**src/rtl/pipelined_addsub.sv**
```systemverilog
// Skewed-carry pipelined adder/subtractor. Each stage adds one CW-bit chunk, so the carry
// chain per clock is only CW bits long. The pipeline freezes as a whole on back-pressure.
module pipelined_addsub #(
  parameter int WIDTH  = 32,
  parameter int STAGES = 4,
  parameter int TAG_W  = 4
) (
  input  logic             clock,
  input  logic             reset,
  input  logic             flush,
  input  logic             in_valid,
  output logic             in_ready,
  input  logic [WIDTH-1:0] in_a,
  input  logic [WIDTH-1:0] in_b,
  input  logic             in_sub,
  input  logic [TAG_W-1:0] in_tag,
  output logic             out_valid,
  input  logic             out_ready,
  output logic [WIDTH:0]   out_sum,
  output logic             out_ovf,
  output logic [TAG_W-1:0] out_tag
);

  localparam int CW = WIDTH / STAGES;
  localparam int L  = STAGES - 1;

  // Handshake: a transfer happens on a rising edge where valid && ready are both high;
  // in_ready is low only while a result is held waiting for out_ready.

  logic             valid_q [STAGES];
  logic             valid_d [STAGES];
  logic [TAG_W-1:0] tag_q   [STAGES];
  logic [TAG_W-1:0] tag_d   [STAGES];
  logic [WIDTH-1:0] a_q     [STAGES];
  logic [WIDTH-1:0] a_d     [STAGES];
  logic [WIDTH-1:0] b_q     [STAGES];
  logic [WIDTH-1:0] b_d     [STAGES];
  logic [WIDTH-1:0] res_q   [STAGES];
  logic [WIDTH-1:0] res_d   [STAGES];
  logic             carry_q [STAGES];
  logic             carry_d [STAGES];

  logic             v_src   [STAGES];
  logic [TAG_W-1:0] t_src   [STAGES];
  logic [WIDTH-1:0] a_src   [STAGES];
  logic [WIDTH-1:0] b_src   [STAGES];
  logic [WIDTH-1:0] r_src   [STAGES];
  logic             c_src   [STAGES];
  logic [CW:0]      chunk   [STAGES];

  logic stall;
  logic advance;

  assign stall    = valid_q[L] && !out_ready;
  assign in_ready = !stall;
  assign advance  = !stall || flush;

  // Stage 0 takes the raw operands (B already inverted for subtract); later stages
  // take the previous stage's registers.
  always_comb begin : stage_inputs
    v_src[0] = in_valid;
    t_src[0] = in_tag;
    a_src[0] = in_a;
    b_src[0] = in_sub ? ~in_b : in_b;
    r_src[0] = '0;
    c_src[0] = in_sub;
    for (int k = 1; k < STAGES; k++) begin
      v_src[k] = valid_q[k-1];
      t_src[k] = tag_q[k-1];
      a_src[k] = a_q[k-1];
      b_src[k] = b_q[k-1];
      r_src[k] = res_q[k-1];
      c_src[k] = carry_q[k-1];
    end
    for (int k = 0; k < STAGES; k++) begin
      chunk[k] = {1'b0, a_src[k][k*CW +: CW]} + {1'b0, b_src[k][k*CW +: CW]}
               + {{CW{1'b0}}, c_src[k]};
    end
  end

  always_comb begin : next_state
    for (int k = 0; k < STAGES; k++) begin
      valid_d[k] = valid_q[k];
      tag_d[k]   = tag_q[k];
      a_d[k]     = a_q[k];
      b_d[k]     = b_q[k];
      res_d[k]   = res_q[k];
      carry_d[k] = carry_q[k];
    end
    if (advance) begin
      for (int k = 0; k < STAGES; k++) begin
        valid_d[k]              = v_src[k] && !flush;
        tag_d[k]                = t_src[k];
        a_d[k]                  = a_src[k];
        b_d[k]                  = b_src[k];
        res_d[k]                = r_src[k];
        res_d[k][k*CW +: CW]    = chunk[k][CW-1:0];
        carry_d[k]              = chunk[k][CW];
      end
    end
  end

  always_ff @(posedge clock or posedge reset) begin
    if (reset) begin
      for (int k = 0; k < STAGES; k++) begin
        valid_q[k] <= 1'b0;
        tag_q[k]   <= '0;
        a_q[k]     <= '0;
        b_q[k]     <= '0;
        res_q[k]   <= '0;
        carry_q[k] <= 1'b0;
      end
    end else begin
      for (int k = 0; k < STAGES; k++) begin
        valid_q[k] <= valid_d[k];
        tag_q[k]   <= tag_d[k];
        a_q[k]     <= a_d[k];
        b_q[k]     <= b_d[k];
        res_q[k]   <= res_d[k];
        carry_q[k] <= carry_d[k];
      end
    end
  end

  assign out_valid = valid_q[L];
  assign out_sum   = {carry_q[L], res_q[L]};
  assign out_tag   = tag_q[L];
  // Signed overflow: operands agree in sign but the result does not.
  assign out_ovf   = (a_q[L][WIDTH-1] == b_q[L][WIDTH-1]) &&
                     (res_q[L][WIDTH-1] != a_q[L][WIDTH-1]);

endmodule

```
**config.mk**
```make
export PLATFORM = sky130hd
export DESIGN_NAME = pipelined_addsub
export DESIGN_NICKNAME = d
export VERILOG_FILES = /design/src/rtl/pipelined_addsub.sv
export SDC_FILE = /design/constraint.sdc
export NUM_CORES = 1
export LEC_CHECK = 0
export CORE_MARGIN = 5
export CORE_UTILIZATION = 40
export CTS_CLUSTER_SIZE = 40
export DETAILED_ROUTE_END_ITERATION = 10
export PLACE_DENSITY = 0.62
export SLEW_MARGIN = 20
export SYNTH_ARGS = -nofsm -noshare
export SYNTH_HDL_FRONTEND = slang
export SYNTH_SLANG_ARGS = --single-unit
export TNS_END_PERCENT = 50
```
**constraint.sdc**
```tcl
create_clock -name clock -period 7.15 [get_ports clock]
set_input_delay 0.715 -clock clock [delete_from_list [all_inputs] [get_ports clock]]
set_output_delay 0.715 -clock clock [all_outputs]
set_load 0.05 [all_outputs]
```
* After elaboration in Yosys (flattened, before gate mapping)
Cells that the tools add are included.
Word-level totals: register bits after elaboration 360, bits of input ports 74, word-level logic and storage cells 46, output and inout port bits 40
Operators by class: reductions and logical operators 10, muxes and demuxes 1, eq/ne operators 2, add/sub/neg operators 8, bitwise operators 1
Operators by type and width (number):
- $add A8 B8 Y9 | 4
- $add A9 B1 Y9 | 4
- $mux W32 | 1
- $not A32 Y32 | 1
- $logic_and A1 B1 Y1 | 6
- $logic_not A1 Y1 | 3
- $eq A1 B1 Y1 | 1
- $logic_or A1 B1 Y1 | 1
- $ne A1 B1 Y1 | 1

* Longest topological paths before layout
depth in word-level cells 4, gate-level depth with buffers 10, gate-level depth less buffers 8

* Worst setup path before layout
OpenSTA, ideal clock, no wires.
path kind flip-flop to output port, start point reg res_q (netlist bit out_sum[31]), end point out out_ovf, data arrival time 1.746 ns, path buffers 0, required time 6.435 ns, stages on the path, launching flop included 2, setup slack 4.689 ns, cells stage by stage dfrtp_1 o21ai_0
Between the ends: longest elaborated chain between the ends 2
RTL lines:
- start, declared | line 38 | logic [WIDTH-1:0] res_q [STAGES];
- start signal, assigned by index | line 119 | res_q[k] <= res_d[k];
- $ne A1 B1 Y1 | line 130 | (res_q[L][WIDTH-1] != a_q[L][WIDTH-1]);
- $logic_and A1 B1 Y1 | line 129 | assign out_ovf = (a_q[L][WIDTH-1] == b_q[L][WIDTH-1]) &&
- end, declared | line 20 | output logic out_ovf,
No other way between the ends.

* Worst setup path in the final report
start point in flush, end point reg res_q (netlist bit r_src[19])
Between the ends: longest elaborated chain between the ends 1
RTL lines:
- start, declared | line 10 | input logic flush,
- $logic_or A1 B1 Y1 | line 56 | assign advance = !stall || flush;
No other way between the ends. A chain may end at the register's enable or synchronous reset.

==> out/metrics.csv <==
stage;metric;value;unit
yosys;yosys_warnings;0;
clocking;clkSlewWorstSetupHoldPaths;0.06;ns
sta;maxSlewViolCount;0;
sta;fin_crit_sh;41.1;%
clocking;cts.sink_count;202;
yosys;synth_area_per_cell;9.01;um^2
yosys;synth_async_sr_flop_share;100;%
floorplanning;start_util;40.3;%
route;dr.pass1.iters;5;
clocking;cts_setup_buffers;0;
worst_setup_path;rr_endpoint;r_src[19]$_DFFE_PP0P_;
worst_hold_path;hold_class;reg -> reg;
worst_setup_path;regToRegStartpoint;out_valid$_DFFE_PP0P_;
power;peakVddDrop;0.164;mV
route;wl_per_cell;12.9;um
route;vias_per_cell;4.62;
sta;setup_viol;0;
worst_setup_path;startpoint_type;input port;
sta;rsz0062_at_grt;no;
worst_hold_path;hp-start;out_sum[6]$_DFFE_PP0P_;
worst_setup_path;reg2reg_setup_slack;4.63;ns
global_routing;antenna_found_initial;0;
outcome;status;completed;
floorplanning;core_area;0.0224;mm^2
final_layout;stdcell_area;0.0111;mm^2
power;power.density;307;mW/mm^2
yosys;yosys-top-cells-area;dfrtp_1 (56%), nand2_1 (20%), ha_1 (3.9%);
placement;gp_congestion;0.747;
floorplanning;die_h;160;um
global_routing;grt_overflow;0;
floorplanning;rows;55;
final_layout;syn_to_final_growth;23.0;%
yosys;synth_edf_count;0;
final_layout;drive_gt1_share;4.50;%
run;maxCapViolCount;0;
clocking;cts_resized;0;
yosys;synth_ff_type;dfrtp_1;
worst_setup_path;crit_arrival;3.35;ns
final_layout;final_util;49.6;%
floorplanning;die_area;0.0257;mm^2
yosys;synth.distinct_cells;37;
worst_setup_path;critical_path_class;in -> reg;
placement;placed_area;0.0103;mm^2
route;ant_nets;0;
yosys;synthCells;1004;
power;power.switching;0.00103;W
placement;portBuffers;113;
sta;finalHoldViolations;0;
sta;tightest_slew;1.02;ns
global_routing;grt_max_degree;224;
sta;fin_crit;2.94;ns
power;comb_power_share;22.8;%
worst_hold_path;whs_path_depth;2;
clocking;clock_path_buffers;3;
worst_setup_path;worstPathRequired;7.56;ns
placement;dp_hpwl;11800;um
power;p_int;0.00239;W
floorplanning;fp.dieW;160;um
route;drtIter0Drc;398;
global_routing;grt_first_pass_wirelength;31000;um
worst_setup_path;crit_fanout;103;
final_layout;seqCellArea;0.00505;mm^2
power;power;0.00342;W
sta;worst_slew_margin_rel;31.9;%
yosys;ys_top_cells_by_count;nand2_1 (471), dfrtp_1 (202), buf_2 (35);
yosys;synth_seq_cells;202;
power;p_clk_share;34.9;%
yosys;synth_fp_nets;1113;
worst_hold_path;hold_end;out_sum[6]$_DFFE_PP0P_;
sta;clock-skew-final;0.0119;ns
final_layout;nets;1206;
yosys;yosysTopAreaCellShare;55.9;%
final_layout;diodes;0;
clocking;cts_htree_levels;1;
route;wirelength;18100;um
final_layout;fillers;2159;
clocking;hold_buffers;0;
worst_setup_path;r2r_cells;5;
global_routing;gr-usage-all-layers;14.1;%
sta;fin_tns_setup;0;ns
worst_setup_path;endpoint_kind;register;
yosys;yosysSeqAreaShare;55.9;%
yosys;post-synth-top-count-cell;nand2_1;
clocking;clk_latency;0.50;ns
final_layout;multi_input_area;0.00370;mm^2
sta;hold_ws;0.462;ns
floorplanning;ios;114;
power;p_leak;5.22;nW
power;seq_power_share;42.3;%
route;drc;0;
yosys;post-synth-top-area-cell;dfrtp_1;
yosys;synth_area;0.00904;mm^2
clocking;cts_root_buf;clkbuf_16;
sta;max_freq;0.340;GHz
clocking;cts_tree;built;
power;p_sw_share;30.0;%
clocking;cts_buffers;22;
global_routing;grt_pass1_vias;6396;
route;num_vias;6447;
==> worst max path at each step <==
stage | start | to | cells past startpoint
2_1_floorplan | reset | a_q[104]$_DFFE_PP0P_ | 1
3_3_place_gp | flush | r_src[19]$_DFFE_PP0P_ | 5
3_5_place_dp | flush | r_src[19]$_DFFE_PP0P_ | 5
4_1_cts | flush | r_src[19]$_DFFE_PP0P_ | 5
5_1_grt | flush | r_src[19]$_DFFE_PP0P_ | 5
6_report | flush | r_src[19]$_DFFE_PP0P_ | 5
==> power groups by stage <==
stage / registers, W / clock network, W / logic [W]
after floorplan: 0.00166 / 0 / 0.000321
after global placement: 0.00146 / 0 / 0.000777
after detailed placement: 0.00147 / 0 / 0.000789
after CTS: 0.00145 / 0.00122 / 0.000790
after global routing: 0.00147 / 0.00128 / 0.000858
final: 0.00145 / 0.00119 / 0.000777
==> placed cells by master, fill, tap and decap left out, drive strengths merged, types with 3 or more instances in the layout <==
| cell | Yosys | layout |
|---|---|---|
| inv | 19 | 19 |
| o31ai | 7 | 7 |
| clkbuf | 9 | 32 |
| buf | 38 | 4 |
| o211ai | 3 | 3 |
| ha | 28 | 28 |
| nor3 | 4 | 4 |
| dfrtp | 202 | 202 |
| nand2b | 5 | 5 |
| clkinv | 0 | 3 |
| nor2b | 5 | 5 |
| o21ai | 65 | 65 |
| nand3 | 4 | 4 |
| a21oi | 31 | 31 |
| a31oi | 4 | 4 |
| a211oi | 8 | 8 |
| nor2 | 33 | 33 |
| xnor2 | 28 | 28 |
| nand2 | 471 | 471 |
| xor2 | 17 | 17 |
| fa | 7 | 7 |
| a21o | 3 | 3 |
| bufinv | 0 | 3 |
| o21a | 6 | 6 |
| clkdlybuf4s50 | 0 | 112 |
==> registers in the layout, indices dropped and copies added, names as in the netlist <==
signal,cells
c_src,3
r_src,48
a_q,49
out_tag,4
t_src,12
b_q,49
out_valid,1
v_src,3
out_sum,33
==> kinds of logic after synthesis <==
| kind of cell | after synthesis | share of synthesized area, % |
|---|---|---|
| mux | 1 | 0.152 |
| simple gates | 524 | 22.4 |
| fa+ha+maj | 35 | 5.42 |
| buf+inv | 66 | 3.31 |
| xor+xnor | 45 | 4.36 |
| compound gates | 131 | 8.48 |
| flops | 202 | 55.9 |
==> critical path, stage by stage <==
cell and delay [ns]:
clkdlybuf4s50_1 0.61, nand2b_4 0.67, buf_4 0.90, o21ai_0 0.20, o21ai_0 0.20
==> layer usage <==
metal	part of all wire (%)	GRT usage, %
met1	52	21.5
met2	43	21.1
met3	4.3	2.49
met4	1.4	3.29
met5	0	0
==> per-stage QoR <==
stage | std cells | setup slack (ns)
after floorplan | 1004 | 0.924
after global placement | 1358 | 3.74
after detailed placement | 1358 | 3.68
after CTS | 1396 | 4.21
after global routing | 1396 | 3.93
final | 1396 | 4.21
==> cell type report <==
| cell class | instances | share of cell area, % |
|---|---|---|
| Inverter | 19 | 0.709 |
| Clock buffer | 32 | 6.02 |
| Clock inverter | 6 | 0.945 |
| Tap cell | 285 | 3.21 |
| Multi-Input combinational cell | 736 | 33.2 |
| Sequential cell | 202 | 45.4 |
| Timing Repair Buffer | 116 | 10.5 |
Note: power is estimated with default switching activity, not from simulation.
